$ cat config.mk
export PLATFORM = sky130hd
export DESIGN_NAME = nor_bus_phy
export DESIGN_NICKNAME = d
export VERILOG_FILES = /design/src/rtl/nor_phy_pkg.sv /design/src/rtl/nor_ry_sync.sv /design/src/rtl/nor_bus_phy.sv
export SDC_FILE = /design/constraint.sdc
export NUM_CORES = 1
export LEC_CHECK = 0
export CELL_PAD_IN_SITES_DETAIL_PLACEMENT = 0
export CELL_PAD_IN_SITES_GLOBAL_PLACEMENT = 2
export CORE_MARGIN = 1
export CORE_UTILIZATION = 25
export CTS_CLUSTER_SIZE = 14
export DETAILED_ROUTE_END_ITERATION = 8
export PLACE_DENSITY_LB_ADDON = 0.1
export SLEW_MARGIN = 15
export SYNTH_ARGS = -nofsm -noshare
export SYNTH_HDL_FRONTEND = slang
export SYNTH_SLANG_ARGS = --single-unit
$ cat constraint.sdc
create_clock -name clk_i -period 2.85 [get_ports clk_i]
set_input_delay 0.855 -clock clk_i [delete_from_list [all_inputs] [get_ports clk_i]]
set_output_delay 0.855 -clock clk_i [all_outputs]
set_load 0.01 [all_outputs]
$ cat src/rtl/nor_phy_pkg.sv
`default_nettype none
// ============================================================================
// nor_phy_pkg
//   FSM state encoding and counter constants shared by the NOR bus PHY.
//   Rev 1.0
// ============================================================================
package nor_phy_pkg;

   typedef enum logic [2:0] {
      IDLE     = 3'd0,
      SETUP    = 3'd1,
      RD_WAIT  = 3'd2,
      RD_DONE  = 3'd3,
      WR_PULSE = 3'd4,
      WR_HOLD  = 3'd5,
      TURN     = 3'd6
   } nor_phy_state_t;

   localparam int CNT_ONE = 1;

endpackage
`default_nettype wire

$ cat src/rtl/nor_ry_sync.sv
`default_nettype none
// ============================================================================
// nor_ry_sync
//   Multi-flop synchroniser for the asynchronous RY/BY# pin; resets to busy.
//   Rev 1.0
// ============================================================================
module nor_ry_sync #(
   parameter int STAGES = 2
) (
   input  logic clk_i,
   input  logic reset_i,
   input  logic async_i,
   output logic sync_o
);

   logic [STAGES-1:0] sync_sr;

   always_ff @(posedge clk_i) begin
      if (reset_i) begin
         sync_sr <= '0;
      end else begin
         sync_sr <= {sync_sr[STAGES-2:0], async_i};
      end
   end

   assign sync_o = sync_sr[STAGES-1];

endmodule
`default_nettype wire

$ cat src/rtl/nor_bus_phy.sv
`default_nettype none
// ============================================================================
// nor_bus_phy
//   NOR parallel-bus PHY: single-beat requests to registered CE#/OE#/WE# strobes.
//   Rev 1.0
// ============================================================================
module nor_bus_phy
   import nor_phy_pkg::*;
#(
   parameter int ADDR_W  = 26,
   parameter int DATA_W  = 16,
   parameter int CNT_W   = 8,
   parameter int RY_SYNC = 2
) (
   input  logic              clk_i,
   input  logic              reset_i,
   input  logic              req_valid_i,
   output logic              req_ready_o,
   input  logic              req_we_i,
   input  logic [ADDR_W-1:0] req_addr_i,
   input  logic [DATA_W-1:0] req_wdata_i,
   output logic              rsp_valid_o,
   output logic [DATA_W-1:0] rsp_rdata_o,
   input  logic [CNT_W-1:0]  cfg_rd_wait_i,
   input  logic [CNT_W-1:0]  cfg_wr_pulse_i,
   input  logic [CNT_W-1:0]  cfg_turn_i,
   input  logic              cfg_wait_ry_i,
   output logic              ry_busy_o,
   output logic [ADDR_W-1:0] nor_addr_o,
   input  logic [DATA_W-1:0] nor_data_i,
   output logic [DATA_W-1:0] nor_data_o,
   output logic              nor_data_oe_o,
   output logic              nor_ce_o,
   output logic              nor_oe_o,
   output logic              nor_we_o,
   input  logic              nor_ry_i
);

   // Counter load value for a programmed cycle count; zero behaves like one.
   function automatic logic [CNT_W-1:0] load_val(input logic [CNT_W-1:0] cfg);
      return (cfg == '0) ? '0 : cfg - CNT_W'(CNT_ONE);
   endfunction

   nor_phy_state_t   state, state_d;
   logic [CNT_W-1:0] cnt;
   logic [CNT_W-1:0] rd_ld, wr_ld, turn_ld;
   logic             turn_zero;
   logic             acc_we;
   logic             ry_sync;
   logic             accept;
   logic             we_next;
   logic             ce_d, oe_d, we_d, doe_d, rsp_d;

   nor_ry_sync #(.STAGES(RY_SYNC)) u_ry_sync (
      .clk_i   (clk_i),
      .reset_i (reset_i),
      .async_i (nor_ry_i),
      .sync_o  (ry_sync)
   );

   assign ry_busy_o   = ~ry_sync;
   assign req_ready_o = (state == IDLE) && !(cfg_wait_ry_i && ry_busy_o);
   assign accept      = req_valid_i && req_ready_o;
   assign we_next     = (state == IDLE) ? req_we_i : acc_we;

   always_ff @(posedge clk_i) begin
      if (reset_i) begin
         state <= IDLE;
      end else begin
         state <= state_d;
      end
   end

   always_comb begin
      state_d = state;
      case (state)
         IDLE:     if (accept) state_d = SETUP;
         SETUP:    state_d = acc_we ? WR_PULSE : RD_WAIT;
         RD_WAIT:  if (cnt == '0) state_d = RD_DONE;
         WR_PULSE: if (cnt == '0) state_d = WR_HOLD;
         RD_DONE,
         WR_HOLD:  state_d = turn_zero ? IDLE : TURN;
         TURN:     if (cnt == '0) state_d = IDLE;
         default:  state_d = IDLE;
      endcase
   end

   // Strobe levels for the upcoming cycle; registered below so pins never glitch.
   always_comb begin
      ce_d  = 1'b1;
      oe_d  = 1'b1;
      we_d  = 1'b1;
      doe_d = 1'b0;
      rsp_d = 1'b0;
      case (state_d)
         SETUP: begin
            ce_d  = 1'b0;
            doe_d = we_next;
         end
         RD_WAIT: begin
            ce_d = 1'b0;
            oe_d = 1'b0;
         end
         RD_DONE: rsp_d = 1'b1;
         WR_PULSE: begin
            ce_d  = 1'b0;
            we_d  = 1'b0;
            doe_d = 1'b1;
         end
         WR_HOLD: begin
            ce_d  = 1'b0;
            doe_d = 1'b1;
            rsp_d = 1'b1;
         end
         default: ;
      endcase
   end

   always_ff @(posedge clk_i) begin
      if (reset_i) begin
         cnt       <= '0;
         rd_ld     <= '0;
         wr_ld     <= '0;
         turn_ld   <= '0;
         turn_zero <= 1'b1;
         acc_we    <= 1'b0;
      end else begin
         if (accept) begin
            rd_ld     <= load_val(cfg_rd_wait_i);
            wr_ld     <= load_val(cfg_wr_pulse_i);
            turn_ld   <= load_val(cfg_turn_i);
            turn_zero <= (cfg_turn_i == '0);
            acc_we    <= req_we_i;
         end
         case (state)
            SETUP:            cnt <= acc_we ? wr_ld : rd_ld;
            RD_DONE, WR_HOLD: cnt <= turn_ld;
            RD_WAIT, WR_PULSE, TURN:
               if (cnt != '0) cnt <= cnt - CNT_W'(CNT_ONE);
            default: ;
         endcase
      end
   end

   always_ff @(posedge clk_i) begin
      if (reset_i) begin
         nor_ce_o      <= 1'b1;
         nor_oe_o      <= 1'b1;
         nor_we_o      <= 1'b1;
         nor_data_oe_o <= 1'b0;
         nor_addr_o    <= '0;
         nor_data_o    <= '0;
         rsp_valid_o   <= 1'b0;
         rsp_rdata_o   <= '0;
      end else begin
         nor_ce_o      <= ce_d;
         nor_oe_o      <= oe_d;
         nor_we_o      <= we_d;
         nor_data_oe_o <= doe_d;
         rsp_valid_o   <= rsp_d;
         if (accept) begin
            nor_addr_o <= req_addr_i;
            nor_data_o <= req_wdata_i;
         end
         if (state == RD_WAIT && state_d == RD_DONE) begin
            rsp_rdata_o <= nor_data_i;
         end
      end
   end

endmodule
`default_nettype wire
Word-level counts from Yosys, hierarchy flattened. Cells that the tools add are included.

Output and inout port bits: 65. Register bits: 102.

Equality and inequality tests: 12. Bitwise operators: 1. Muxes and demuxes: 19. Reductions and logical operators: 18. Add/sub/neg operators: 4.

Operator list (number): 8-bit 2-to-1 mux (5); 8-bit zero test (4); 8-bit by 1-bit subtractor with 8-bit output (second input constant) (4); 8-bit one-hot mux with 3 select lines (1); 3-bit 2-to-1 mux (6); 3-bit one-hot mux with 6 select lines (1); 3-bit equality test (second input constant) (5); 3-bit by 2-bit equality test with 1-bit output (second input constant) (4); 8-bit nonzero test (1); 3-bit by 1-bit equality test with 1-bit output (second input constant) (2); 2-bit OR reduction (3); 1-bit 2-to-1 mux (5); 1-bit logical AND (4); 4-bit OR reduction (1); 3-bit zero test (1); 3-bit nonzero test (1); 3-bit OR reduction (1); 2-bit != test (second input constant) (1); 1-bit one-hot mux with 2 select lines (1); 2-bit AND reduction (1); 1-bit zero test (1); 1-bit inverter (1).

Longest topological paths before layout.
Word-level depth: 10. Gate-level depth with buffers: 9.

Modules after synthesis. A second synthesis with hierarchy kept.

Cell total of the unflattened synthesis: 525. Area total of the unflattened synthesis: 4431.8 sq um.

By module, submodules not included: nor_bus_phy (area each 4379.2 sq um, times used 1, cells an instance 521, sequential area each 2001.9 sq um); nor_ry_sync (area each 52.6 sq um, times used 1, cells an instance 4, sequential area each 40.0 sq um).

Least setup slack after synthesis. Ideal clock, no wire load.

Kind: input to register. From: input port cfg_wait_ry_i. To: register rsp_rdata_o[10]. Stages: 7. Data arrival time: 2.077 ns. Setup slack: 0.641 ns. Setup time: 0.132 ns. Path through: nor2b_1 -> nor4b_1 -> clkbuf_1 -> o21ai_1 -> clkbuf_1 -> nand2_1 -> a21oi_1.

Longest elaborated chain between the ends: 8.

Ends and longest elaborated chain: start, declared (line nor_bus_phy.sv:27) `input logic cfg_wait_ry_i,`; 1-bit logical AND (line nor_bus_phy.sv:62) `assign req_ready_o = (state == IDLE) && !(cfg_wait_ry_i && ry_busy_o);`; 1-bit zero test (line nor_bus_phy.sv:62); 1-bit logical AND (line nor_bus_phy.sv:62); 1-bit logical AND (line nor_bus_phy.sv:63) `assign accept = req_valid_i && req_ready_o;`; 3-bit 2-to-1 mux (line nor_bus_phy.sv:77) `IDLE: if (accept) state_d = SETUP;`; 3-bit one-hot mux with 6 select lines (line nor_bus_phy.sv:76) `case (state)`; 3-bit by 2-bit equality test with 1-bit output (line nor_bus_phy.sv:165) `if (state == RD_WAIT && state_d == RD_DONE) begin`; 1-bit logical AND (line nor_bus_phy.sv:165); end signal, assigned (line nor_bus_phy.sv:166) `rsp_rdata_o <= nor_data_i;`; end, declared (line nor_bus_phy.sv:23) `output logic [DATA_W-1:0] rsp_rdata_o,`.

No other way between the ends. A chain may end at the register's enable or synchronous reset.

Final worst setup path.
From: input port cfg_wait_ry_i. To: output port req_ready_o.

Longest elaborated chain between the ends: 3.

Ends and longest elaborated chain: 1-bit logical AND (line nor_bus_phy.sv:62); 1-bit zero test (line nor_bus_phy.sv:62); 1-bit logical AND (line nor_bus_phy.sv:62); end, declared (line nor_bus_phy.sv:18) `output logic req_ready_o,`.

No other way between the ends.

==> metrics.csv <==
stage;metric;value;unit
status;run_status;finished, final reports clean;
synth;yosys.area_share.simple;0.2266;
clocking;cts_made_buffers;9;
synth;synthCells;542;
setup_path;r2r-start;cnt[0];
routing;drtPass1Iterations;5;
synth;synth_area;4389;sq um
floorplanning;die_w;134.5;microns
clocking;hold_buffers;0;
timing;timing.final.hold_violations;0;
setup_path;crit_chain;clkdlybuf4s50_1, nor2b_1, nor3_1, dlygate4sd2_1;
placed_design;place.gp.congestion;0.7462;
synth;synth_edf_count;0;
synth;syn_nets;635;
timing;setup_viol;0;
timing;period_share;0.9278;
synth;ys_async_sr_fraction;0;
cells_and_area;seqCellArea;2042;sq um
synth;synth-seq-cells;102;
cells_and_area;instances_no_fill;915;
floorplanning;dieHeight;134.5;microns
setup_path;worstPathRequired;2.00;ns
routing;drt-met1-wl;5637;microns
timing;finalMaxSlewViolations;0;
hold_path;hold_path_startpoint;u_ry_sync.sync_sr[0];
power;power_switching;1.038;mW
floorplanning;initial_utilization;0.2546;
clocking;clockBufferDepth;2;
grt;grt_usage;0.1484;
routing;drt_wl_total;13000;microns
hold_path;hold_depth;1;
setup_path;slowest_stage;clkdlybuf4s50_1;
grt;antenna_found_initial;0;
routing;drtIter0Drc;171;
power;p_sw_frac;0.2788;
power;cellLeakagePower;2.322;nW
grt;grt_pass1_vias;4065;
synth;synth_top_family_by_area;simple AND/OR/NAND/NOR gates;
setup_path;path_class;primary input to output pin;
timing;timing.setup.tns;0;ns
placed_design;pre_cts_ws;-0.08729;ns
routing;route.met2.wl;6213;microns
setup_path;startpoint_type;primary input;
timing;rsz0062_at_grt;no;
routing;top_layer;met4;
power;internal_power;2.684;mW
clocking;cts.sinks;102;
cells_and_area;stdcell_area;6482;sq um
power;power.density;574.2;nW/um^2
placed_design;io_buffers;152;
setup_path;arrival;1.79;ns
cells_and_area;nFillCells;1766;
cells_and_area;mostFrequentLayoutCells;clkdlybuf4s50_1 (150), nand2_1 (141), dfxtp_1 (102);
cells_and_area;multi_input_area;2123;sq um
timing;fin_skew;0.005846;ns
clocking;cts_tree;done;
grt;grt_pass1_wl;20810;microns
clocking;path_clk_slew;0.07;ns
routing;antenna_left;0;
clocking;cts-root-buf;clkbuf_16;
cells_and_area;area_growth;47.69;%
power;pwr-share-clk;0.346;
routing;vias;4113;
routing;route.met3.wl;1041;microns
hold_path;holdPathEnd;u_ry_sync.sync_sr[1];
setup_path;crit_fanout;2;
power;irDropWorstVdd;293.2;uV
grt;gr-total-overflow;0;
timing;worst_pin_slew;0.7125;ns
floorplanning;rows;48;
setup_path;worstRegToRegCells;7;
timing;setup_slack;0.2058;ns
placed_design;dp_hpwl;9463;microns
timing;fmax;0.3782;GHz
floorplanning;core;17240;sq um
setup_path;crit_path_end_kind;output pin;
synth;synth_compound_area_frac;0.1824;
timing;slew_headroom;0.5240;
synth;synth_xor_area_frac;0.02993;
cells_and_area;n_antenna_cell;0;
floorplanning;dieArea;18090;sq um
grt;grt_start_max_net_pins;56;
setup_path;r2r_end;nor_ce_o;
clocking;cts_max_level;3;
synth;synth_warnings;0;
clocking;insertion_delay;0.35;ns
power;pwr-share-comb;0.225;
run;maxCapViolCount;0;
placed_design;dpl.cell_count;899;
cells_and_area;fin_nets;778;
cells_and_area;layout_commonest_cell;clkdlybuf4s50_1;
synth;synth.yosys.seq_area_share;0.4652;
synth;muxShareOfSynthArea;0.02908;
setup_path;cpPeakStageDelay;0.44;ns
routing;vias_per_cell;4.495;
timing;fin_crit;2.644;ns
cells_and_area;drive_above_1_share;0.06087;
setup_path;reg2reg_setup_slack;0.56;ns
floorplanning;ios;153;
synth;yosysUniqueCellTypes;48;
power;pwr-share-seq;0.430;
placed_design;placed_cell_area;6173;sq um
routing;drc_errors;0;
synth;avgSynthCellArea;8.098;sq um
synth;synthFlopType;dfxtp_1;
routing;wire_per_inst;14.21;microns
synth;synth-adder-area-share;0.01425;
hold_path;worstHoldPathType;register to register;
-- layout make-up --
type,count,area share
clock buffers,12,0.03957
clock inverters,4,0.008300
inverters,14,0.008107
multi-input cells,392,0.3275
flip-flops and latches,102,0.3150
well taps,225,0.04343
repair buffers,166,0.2581
-- state kept, by name, summed over array words and instances, names as in the netlist --
signal and count:
acc_we 1, cnt 8, nor_addr_o 26, nor_ce_o 1, nor_data_o 16, nor_data_oe_o 1, nor_oe_o 1, nor_we_o 1
rd_ld 8, rsp_rdata_o 16, rsp_valid_o 1, state 3, turn_ld 8, turn_zero 1, u_ry_sync.sync_sr 2, wr_ld 8
-- timing repair --
item | 4_1_cts | 5_1_grt
gates resized for setup | 1 | 0
hold endpoints to repair | 0 | 0
buffers inserted | 0 | 0
endpoints found under the setup margin | 1 | 0
-- cell usage after synthesis, types with 5 or more instances --
library cell / count / area, sq um
a211oi_1: 7 / 52.55
a21oi_1: 73 / 365.4
inv_1: 14 / 52.55
buf_6: 6 / 67.56
clkbuf_1: 25 / 93.84
ha_1: 5 / 62.56
mux2i_1: 6 / 60.06
xor2_1: 8 / 70.07
o22ai_1: 7 / 43.79
nor2_1: 44 / 165.2
xnor2_1: 7 / 61.31
o21ai_0: 6 / 30.03
dfxtp_1: 102 / 2042
mux2_2: 6 / 67.56
nand2_1: 141 / 529.3
nor3_1: 10 / 50.05
a22oi_1: 16 / 120.1
-- through the flow --
| step | total power [mW] | util | hold slack, ns |
|---|---|---|---|
| CTS | 3.793 | 0.3761 | 0.4507 |
| floorplan | 2.072 | - | 0.4138 |
| global route | 3.939 | 0.3761 | 0.4670 |
| global placement | 2.476 | 0.3582 | 0.4206 |
| detailed placement | 2.476 | 0.3582 | 0.4255 |
| finish | 3.722 | 0.3761 | 0.4418 |
-- logic make-up after synthesis --
family	after synthesis
multiplexers	12
flip-flops	102
AO/OA/AOI/OAI	129
AND/OR/NAND/NOR	231
buffers and inverters	48
XOR/XNOR	15
adder cells (fa/ha/maj)	5
-- critical path: cells and delay by family --
family | cells | cell delay [ns]
buf+inv | 2 | 0.72
simple gates | 2 | 0.21
-- routing by layer --
layer  track usage  vias up
met5             0        -
met4       0.03433        0
met3       0.06569        7
met2        0.2547       98
met1        0.1685     1879
li1              -     2129
-- how the worst max path moves through the flow --
stage | end | cells after the start | start
after floorplan | rsp_rdata_o[10] | 7 | cfg_wait_ry_i
after global placement | req_ready_o | 4 | cfg_wait_ry_i
after detailed placement | req_ready_o | 4 | cfg_wait_ry_i
after CTS | req_ready_o | 4 | cfg_wait_ry_i
after global routing | req_ready_o | 4 | cfg_wait_ry_i
final | req_ready_o | 4 | cfg_wait_ry_i
-- power by group through the flow --
stage               clock network, mW  logic (mW)  registers, mW
floorplan                           0       0.429           1.64
global placement                    0       0.846           1.63
detailed placement                  0       0.844           1.63
CTS                              1.35       0.846           1.60
global route                     1.40       0.922           1.61
finish                           1.29       0.836           1.60
Note: power is estimated with default switching activity, not from simulation.
